[src/rtl/axis_stream_arbiter_if.sv]
// ============================================================================
// axis_stream_arbiter_if
// NUM_SRC-wide AXI4-Stream source bundle plus the single shared master link.
// Rev 1.0
// ============================================================================
`default_nettype none

interface axis_stream_arbiter_if #(
  parameter int NUM_SRC    = 4,
  parameter int DATA_WIDTH = 128,
  parameter int USER_WIDTH = 4,
  parameter int ID_WIDTH   = 4
);
  logic [NUM_SRC*DATA_WIDTH-1:0] s_axis_tdata;
  logic [NUM_SRC*USER_WIDTH-1:0] s_axis_tuser;
  logic [NUM_SRC-1:0]            s_axis_tlast;
  logic [NUM_SRC-1:0]            s_axis_tvalid;
  logic [NUM_SRC-1:0]            s_axis_tready;

  logic [DATA_WIDTH-1:0]         m_axis_tdata;
  logic [DATA_WIDTH/8-1:0]       m_axis_tstrb;
  logic [DATA_WIDTH/8-1:0]       m_axis_tkeep;
  logic                          m_axis_tlast;
  logic [USER_WIDTH-1:0]         m_axis_tuser;
  logic [ID_WIDTH-1:0]           m_axis_tid;
  logic                          m_axis_tvalid;
  logic                          m_axis_tready;

  // master: the arbiter, which drives the shared m_axis link
  modport master (
    input  s_axis_tdata, s_axis_tuser, s_axis_tlast, s_axis_tvalid, m_axis_tready,
    output s_axis_tready, m_axis_tdata, m_axis_tstrb, m_axis_tkeep, m_axis_tlast,
           m_axis_tuser, m_axis_tid, m_axis_tvalid
  );

  // slave: the environment, which feeds the sources and sinks the link
  modport slave (
    output s_axis_tdata, s_axis_tuser, s_axis_tlast, s_axis_tvalid, m_axis_tready,
    input  s_axis_tready, m_axis_tdata, m_axis_tstrb, m_axis_tkeep, m_axis_tlast,
           m_axis_tuser, m_axis_tid, m_axis_tvalid
  );
endinterface

`default_nettype wire

[src/rtl/axis_stream_arbiter.sv]
// ============================================================================
// axis_stream_arbiter
// Packet-level round-robin AXI4-Stream arbiter with a registered output stage.
// Optional per-source packet counters: define AXIS_ARB_STATS_EN.
// Rev 1.0
// ============================================================================
`default_nettype none

module axis_stream_arbiter #(
  parameter int NUM_SRC    = 4,
  parameter int DATA_WIDTH = 128,
  parameter int USER_WIDTH = 4,
  parameter int ID_WIDTH   = 4
) (
  input  wire logic                        clk,
  input  wire logic                        rst,
  axis_stream_arbiter_if.master            axis,
  output logic                             grant_active,
  output logic [$clog2(NUM_SRC)-1:0]       grant_idx,
  output logic [NUM_SRC*32-1:0]            pkt_cnt
);

  localparam int               IDX_W     = $clog2(NUM_SRC);
  localparam logic [IDX_W:0]   NUM_SRC_W = (IDX_W+1)'(NUM_SRC);
  localparam logic [0:0]       S_IDLE    = 1'b0;
  localparam logic [0:0]       S_LOCKED  = 1'b1;

  logic [0:0]            state;
  logic [0:0]            state_nxt;
  logic [IDX_W-1:0]      last_grant;
  logic [IDX_W-1:0]      sel_idx;
  logic                  sel_found;
  logic [IDX_W:0]        cand;
  logic [NUM_SRC-1:0]    src_ready;
  logic                  out_free;
  logic                  accept;
  logic                  beat_last;

  logic [DATA_WIDTH-1:0] out_data;
  logic [USER_WIDTH-1:0] out_user;
  logic [ID_WIDTH-1:0]   out_tid;
  logic                  out_last;
  logic                  out_valid;

  // Round-robin scan starting just after the last source that finished a packet
  always_comb begin
    sel_idx   = '0;
    sel_found = 1'b0;
    cand      = '0;
    for (int k = 1; k <= NUM_SRC; k++) begin
      cand = {1'b0, last_grant} + (IDX_W+1)'(k);
      if (cand >= NUM_SRC_W) cand = cand - NUM_SRC_W;
      if (!sel_found && axis.s_axis_tvalid[cand[IDX_W-1:0]]) begin
        sel_found = 1'b1;
        sel_idx   = cand[IDX_W-1:0];
      end
    end
  end

  assign out_free  = !out_valid || axis.m_axis_tready;
  assign accept    = grant_active && axis.s_axis_tvalid[grant_idx] && out_free;
  assign beat_last = axis.s_axis_tlast[grant_idx];

  always_ff @(posedge clk or posedge rst) begin
    if (rst) begin
      state      <= S_IDLE;
      last_grant <= IDX_W'(NUM_SRC - 1);
      grant_idx  <= '0;
    end else begin
      state <= state_nxt;
      if (state == S_IDLE && sel_found) grant_idx <= sel_idx;
      if (accept && beat_last) last_grant <= grant_idx;
    end
  end

  always_comb begin
    state_nxt = state;
    case (state)
      S_IDLE:   if (sel_found) state_nxt = S_LOCKED;
      S_LOCKED: if (accept && beat_last) state_nxt = S_IDLE;
      default:  state_nxt = S_IDLE;
    endcase
  end

  always_comb begin
    grant_active = (state == S_LOCKED);
    src_ready    = '0;
    if (state == S_LOCKED && out_free) src_ready[grant_idx] = 1'b1;
  end

  assign axis.s_axis_tready = src_ready;

  // Output stage: load on accept, drop valid once the sink takes the beat
  always_ff @(posedge clk or posedge rst) begin
    if (rst) begin
      out_valid <= 1'b0;
      out_data  <= '0;
      out_user  <= '0;
      out_tid   <= '0;
      out_last  <= 1'b0;
    end else if (accept) begin
      out_valid <= 1'b1;
      out_data  <= axis.s_axis_tdata[grant_idx*DATA_WIDTH +: DATA_WIDTH];
      out_user  <= axis.s_axis_tuser[grant_idx*USER_WIDTH +: USER_WIDTH];
      out_tid   <= ID_WIDTH'(grant_idx);
      out_last  <= beat_last;
    end else if (axis.m_axis_tready) begin
      out_valid <= 1'b0;
    end
  end

  assign axis.m_axis_tdata  = out_data;
  assign axis.m_axis_tuser  = out_user;
  assign axis.m_axis_tid    = out_tid;
  assign axis.m_axis_tlast  = out_last;
  assign axis.m_axis_tvalid = out_valid;
  assign axis.m_axis_tstrb  = '1;
  assign axis.m_axis_tkeep  = '1;

`ifdef AXIS_ARB_STATS_EN
  generate
    for (genvar i = 0; i < NUM_SRC; i++) begin : g_pkt_cnt
      logic [31:0] cnt;
      always_ff @(posedge clk or posedge rst) begin
        if (rst) begin
          cnt <= '0;
        end else if (accept && beat_last && grant_idx == IDX_W'(i)) begin
          cnt <= cnt + 32'd1;
        end
      end
      assign pkt_cnt[i*32 +: 32] = cnt;
    end
  endgenerate
`else
  assign pkt_cnt = '0;
`endif

endmodule

`default_nettype wire

[src/flat_wrapper.sv]
// flat-port wrapper written by rule: the top's interface ports become plain ports
module axis_stream_arbiter_flat 
#(
  parameter int NUM_SRC    = 4,
  parameter int DATA_WIDTH = 128,
  parameter int USER_WIDTH = 4,
  parameter int ID_WIDTH   = 4
)
  (clk, rst, grant_active, grant_idx, pkt_cnt, axis_s_axis_tdata, axis_s_axis_tuser, axis_s_axis_tlast, axis_s_axis_tvalid, axis_m_axis_tready, axis_s_axis_tready, axis_m_axis_tdata, axis_m_axis_tstrb, axis_m_axis_tkeep, axis_m_axis_tlast, axis_m_axis_tuser, axis_m_axis_tid, axis_m_axis_tvalid);
  axis_stream_arbiter_if #(.NUM_SRC(NUM_SRC), .DATA_WIDTH(DATA_WIDTH), .USER_WIDTH(USER_WIDTH), .ID_WIDTH(ID_WIDTH)) axis_i ();
  input  wire logic clk;
  input  wire logic rst;
  output logic grant_active;
  output logic [$clog2(NUM_SRC)-1:0] grant_idx;
  output logic [NUM_SRC*32-1:0] pkt_cnt;
  input wire logic [$bits(axis_i.s_axis_tdata)-1:0] axis_s_axis_tdata;
  input wire logic [$bits(axis_i.s_axis_tuser)-1:0] axis_s_axis_tuser;
  input wire logic [$bits(axis_i.s_axis_tlast)-1:0] axis_s_axis_tlast;
  input wire logic [$bits(axis_i.s_axis_tvalid)-1:0] axis_s_axis_tvalid;
  input wire logic [$bits(axis_i.m_axis_tready)-1:0] axis_m_axis_tready;
  output wire logic [$bits(axis_i.s_axis_tready)-1:0] axis_s_axis_tready;
  output wire logic [$bits(axis_i.m_axis_tdata)-1:0] axis_m_axis_tdata;
  output wire logic [$bits(axis_i.m_axis_tstrb)-1:0] axis_m_axis_tstrb;
  output wire logic [$bits(axis_i.m_axis_tkeep)-1:0] axis_m_axis_tkeep;
  output wire logic [$bits(axis_i.m_axis_tlast)-1:0] axis_m_axis_tlast;
  output wire logic [$bits(axis_i.m_axis_tuser)-1:0] axis_m_axis_tuser;
  output wire logic [$bits(axis_i.m_axis_tid)-1:0] axis_m_axis_tid;
  output wire logic [$bits(axis_i.m_axis_tvalid)-1:0] axis_m_axis_tvalid;
  assign axis_i.s_axis_tdata = axis_s_axis_tdata;
  assign axis_i.s_axis_tuser = axis_s_axis_tuser;
  assign axis_i.s_axis_tlast = axis_s_axis_tlast;
  assign axis_i.s_axis_tvalid = axis_s_axis_tvalid;
  assign axis_i.m_axis_tready = axis_m_axis_tready;
  assign axis_s_axis_tready = axis_i.s_axis_tready;
  assign axis_m_axis_tdata = axis_i.m_axis_tdata;
  assign axis_m_axis_tstrb = axis_i.m_axis_tstrb;
  assign axis_m_axis_tkeep = axis_i.m_axis_tkeep;
  assign axis_m_axis_tlast = axis_i.m_axis_tlast;
  assign axis_m_axis_tuser = axis_i.m_axis_tuser;
  assign axis_m_axis_tid = axis_i.m_axis_tid;
  assign axis_m_axis_tvalid = axis_i.m_axis_tvalid;
  axis_stream_arbiter #(.NUM_SRC(NUM_SRC), .DATA_WIDTH(DATA_WIDTH), .USER_WIDTH(USER_WIDTH), .ID_WIDTH(ID_WIDTH)) u_core (.clk(clk), .rst(rst), .axis(axis_i), .grant_active(grant_active), .grant_idx(grant_idx), .pkt_cnt(pkt_cnt));
endmodule
[config.mk]
export PLATFORM = sky130hd
export DESIGN_NAME = axis_stream_arbiter_flat
export DESIGN_NICKNAME = d
export VERILOG_FILES = /design/src/rtl/axis_stream_arbiter_if.sv /design/src/rtl/axis_stream_arbiter.sv /design/src/flat_wrapper.sv
export SDC_FILE = /design/constraint.sdc
export NUM_CORES = 1
export LEC_CHECK = 0
export ABC_AREA = 1
export CORE_AREA = 2 2 329 331
export CTS_BUF_LIST = sky130_fd_sc_hd__clkbuf_4 sky130_fd_sc_hd__clkbuf_8 sky130_fd_sc_hd__clkbuf_16
export DETAILED_ROUTE_END_ITERATION = 6
export DIE_AREA = 0 0 331 333
export DONT_BUFFER_PORTS = 1
export GPL_ROUTABILITY_DRIVEN = 0
export PLACE_DENSITY = 0.3
export SLEW_MARGIN = 5
export SYNTH_ARGS = -nofsm -noshare
export SYNTH_HDL_FRONTEND = slang
export SYNTH_SLANG_ARGS = --single-unit
[constraint.sdc]
create_clock -name clk -period 5.91 [get_ports clk]
set_input_delay 0.591 -clock clk [delete_from_list [all_inputs] [get_ports clk]]
set_output_delay 0.591 -clock clk [all_outputs]
set_load 0.01 [all_outputs]
### Word-level counts from Yosys, hierarchy flattened

Index checks and enable logic that the tools add are counted.

* register bits: 141
* bits of input ports: 539
* word-level logic and storage cells: 76

* add/subtract/negate cells: 8
* magnitude comparators: 10
* shifts and indexed selects: 2
* muxes and demuxes: 32
* bitwise operators: 1
* reduce and logical (&&, ||, !) cells: 15

Operator list (number)
* 512-bit by 10-bit indexed part select with 128-bit output: 1
* 2-bit 2-to-1 mux: 8
* 16-bit by 5-bit indexed part select with 4-bit output: 1
* 2-bit by 3-bit less-than comparator with 1-bit output (second input constant): 5
* 1-bit 2-to-1 mux: 15
* 1-bit binary-select mux with 2-bit select: 6
* 3-bit greater-or-equal comparator (second input constant): 4
* 1-bit logical AND: 9
* 2-bit by 1-bit subtractor with 2-bit output (second input constant): 4
* 2-bit by 2-bit adder with 3-bit output (second input constant): 2
* 1-bit logical NOT: 4
* 4-bit 2-to-1 mux: 1
* 2-bit by 1-bit adder with 3-bit output (second input constant): 1
* 2-bit by 3-bit adder with 3-bit output (second input constant): 1
* 1-bit demux with 2-bit select: 1
* 2-bit by 1-bit greater-or-equal comparator with 1-bit output (second input constant): 1
* 1-bit case mux with 2 select lines: 1
* 2-bit nonzero test: 1
* 1-bit logical OR: 1
* 1-bit inverter: 1

### Longest topological paths before layout

* depth after elaboration: 17
* depth in mapped cells: 12
* depth with buffers taken out: 11

### Least setup slack after synthesis

Ideal clock, no wire load.

* kind: flip-flop to flip-flop
* from: register u_core.grant_idx[0]
* to: register u_core.out_data[10] (netlist: u_core.axis.m_axis_tdata[10])
* library setup time: 0.117 ns
* arrival time: 1.739 ns
* data required time: 5.793 ns
* path slack: 4.054 ns
* stages on the path, launching flop included: 10
* period minus slack after synthesis: 1.856 ns
* cells stage by stage: dfrtp_1 -> buf_2 -> nor2_1 -> a22oi_1 -> a21oi_2 -> inv_2 -> buf_2 -> buf_2 -> nand2_1 -> nand2_1

* cells in the longest elaborated chain, start to end: 4
* elaborated cells on any way between the ends: 5
* classes of those cells: shift: 1; mux: 2; reduce/logical: 2

Ends and longest elaborated chain
* start: declaration: line axis_stream_arbiter.sv:19 `output logic [$clog2(NUM_SRC)-1:0] grant_idx,`
* start signal: assignment: line axis_stream_arbiter.sv:71 `if (state == S_IDLE && sel_found) grant_idx <= sel_idx;`
* branches (longest 4 deep; another with 512-bit by 10-bit indexed part select with 128-bit output)
* end signal: assignment: line axis_stream_arbiter.sv:103 `out_data <= axis.s_axis_tdata[grant_idx*DATA_WIDTH +: DATA_WIDTH];`
* end: declaration: line axis_stream_arbiter.sv:39 `logic [DATA_WIDTH-1:0] out_data;`

Several ways; the timed one is not identified. The select of a mux whose other input is x is not followed.
A chain may end at the register's enable or synchronous reset.

### Worst setup path in the final report

* from: register u_core.grant_idx[0]
* to: register u_core.out_data[63] (netlist: u_core.axis.m_axis_tdata[63])

Same word-level chain as after synthesis.

==> flow_metrics.tcl <==
set metrics [dict create \
    final_nets 1902 \
    synth-xor-area-share_pct 0 \
    max-cap-violations 0 \
    met3WireLength_um 4620 \
    critPathMaxStageDelay_ns 0.77 \
    clk_pin_slew_ns 0.07 \
    synth_area_um2 9739 \
    synthTopCellsByArea "dfrtp_1 36%, nand2_1 27%, buf_4 13%, a22oi_1 10%, nand3_1 7.1%" \
    tightest_slew_ns 1.048 \
    critPathCaptureType "register" \
    critPathLaunchType "register" \
    seq_area_um2 3531 \
    seq_area_frac_synth_pct 36.25 \
    top_level_ports 844 \
    worstHoldPathType "input port to async pin" \
    grt_pass1_vias 8672 \
    slew_violations 0 \
    layout-drive-gt1-share_pct 4.070 \
    viasPerCell 3.193 \
    critPathKind "register to register" \
    whs_ns 0.04795 \
    utilization_pct 10.61 \
    synth_cell_types 20 \
    worst_path_max_delay_cell "a21oi_4" \
    placed_area_um2 10630 \
    yosysWarnings 0 \
    top_layer_used "met5" \
    core_area_um2 106600 \
    multi_input_area_um2 5145 \
    wl_per_cell_um 16.69 \
    io_buffer_count 0 \
    vias 8890 \
    required_ns 6.29 \
    clock_skew_ns 0.01227 \
    ys_ff_latch 141 \
    synth_mux_area_share_pct 0 \
    antenna_found_initial 8 \
    wl_met1_um 18030 \
    cp_max_fo 90 \
    drc_errors 0 \
    hpwl_um 35650 \
    cts_resized 0 \
    syn_inst 1422 \
    fmax_mhz 284.9 \
    status "complete, no violations" \
    routed_wl_um 46470 \
    path_common_cell "nand2_1" \
    fp.dieW_um 331 \
    grt_pass1_wl_um 62000 \
    drt_iter0_drc 455 \
    grt_remaining_overflow 0 \
    p_total_uw 6509 \
    crit_arrival_ns 3.89 \
    clock_latency_ns 0.49 \
    synth_top_family_by_area "simple AND/OR/NAND/NOR gates" \
    cts_setup_buffers 0 \
    dieArea_um2 110200 \
    grt_setup_unrepaired "no" \
    drtPass1Iterations 5 \
    leakage_uw 0.005129 \
    peakVddDrop_v 0.0002466 \
    postCtsHoldBufs 0 \
    h-tree-depth 4 \
    syn2layout_area_growth_pct 16.15 \
    cts_made_buffers 17 \
    final_area_um2 11310 \
    synth_area_per_cell_um2 6.849 \
    cts_tree "built" \
    yosys.area_share.adder_pct 0 \
    netlist.area_leader.share_pct 35.71 \
    yosysTopAreaCell "dfrtp_1" \
    placementRows 120 \
    synth_compound_area_share_pct 11.14 \
    critPathTopFamily "buffers and inverters" \
    hold_viol_final 0 \
    cp_num_buf_inv 3 \
    clk_path_buf_depth 2 \
    track_usage_pct 8.003 \
    timing.setup.tns_ns 0 \
    final.fill_count 12490 \
    finalSetupViolCount 0 \
    die_h_um 333 \
    max_slew_margin_pct 30.15 \
    cts.sinks 141 \
    fin_crit_sh_pct 59.39 \
    power.density_nw_per_um2 575.4 \
    path_cells "nand2_1 > inv_4 > a22oi_1 > a21oi_4 > inv_6 > buf_4 > nand2_1 > nand2_1" \
    ant_nets 0 \
    synthSimpleGateAreaFrac_pct 35.14 \
    cts_root_buf "clkbuf_16" \
    wl_met2_um 22730 \
    period_needed_ns 3.510 \
    grt_max_degree 134 \
    initial_core_util_pct 9.136 \
]
synth_stat cells:
library cell,instances
nand2_1,712
buf_4,170
dfrtp_1,139
nand3_1,139
a22oi_1,135
buf_2,40
clkbuf_1,38
inv_1,12
o21ai_0,10
nor2_1,7
inv_2,4
buf_1,3
nor3_1,3
conb_1,2
dfstp_2,2
nand4_1,2
a21boi_0,1
a21oi_1,1
a21oi_2,1
clkinv_1,1
cell families (layout without fill, tap and decap cells):
kind of cell | count (synthesis) | count (layout)
other | 2 | 167
flip-flops | 141 | 141
AND/OR/NAND/NOR | 863 | 863
AO/OA/AOI/OAI | 148 | 148
buffers and inverters | 268 | 62
flip-flops by register name, indices dropped and copies added, names as in the netlist:
name and count:
u_core.grant_active 1, u_core.axis.m_axis_tdata 128, u_core.axis.m_axis_tid 2, u_core.axis.m_axis_tuser 4, u_core.axis.m_axis_tlast 1, u_core.last_grant 2
u_core.grant_idx 2, u_core.axis.m_axis_tvalid 1
power by group:
part / internal (uW) / switching (uW)
combinational: 879 / 2230
clock: 787 / 533
sequential: 1430 / 647
total: 3100 / 3410
layout by cell type, fill, tap and decap left out, drive strengths merged, types with 5 or more instances in the layout:
cell type,synthesis,final
diode,0,5
dfrtp,139,139
nor2,7,7
a22oi,135,135
conb,2,162
buf,213,13
inv,16,20
o21ai,10,10
nand2,712,712
clkbuf,38,20
bufinv,0,5
nand3,139,139
through the flow:
stage | setup WS (ns) | instances
2_1_floorplan | 1.541 | 1582
3_3_place_gp | 2.062 | 2747
3_5_place_dp | 2.054 | 2747
4_1_cts | 2.035 | 2779
5_1_grt | 1.846 | 2782
6_report | 2.400 | 2784
worst paths after layout:
kind,slack [ns],endpoint,cells after the start,startpoint
worst max-delay path,2.40,u_core.axis.m_axis_tdata[63],8,u_core.grant_idx[0]
worst max register to register,2.40,u_core.axis.m_axis_tdata[63],8,u_core.grant_idx[0]
worst min register to register,0.55,u_core.axis.m_axis_tdata[10],2,u_core.axis.m_axis_tdata[10]
min in group clk,0.21,u_core.axis.m_axis_tvalid,1,axis_m_axis_tready
max in group asynchronous,4.90,u_core.axis.m_axis_tdata[102],2,rst
worst min-delay path,0.05,u_core.axis.m_axis_tuser[1],1,rst
metal layers:
layer / up-vias / GRT usage [%]
met5: - / 0
met4: 8 / 3.422
met3: 52 / 3.626
met2: 493 / 13.45
met1: 4146 / 8.604
li1: 4191 / -
area by class of cell:
| cell class | count | share of cell area (%) |
|---|---|---|
| multi-input combinational | 1173 | 45.48 |
| sequential | 141 | 31.21 |
| tap | 1403 | 15.52 |
| clock buffer | 20 | 4.126 |
| clock inverter | 12 | 1.792 |
| timing repair buffer | 13 | 1.084 |
| inverter | 17 | 0.6747 |
| antenna | 5 | 0.1106 |
Note: power is estimated with default switching activity, not from simulation.
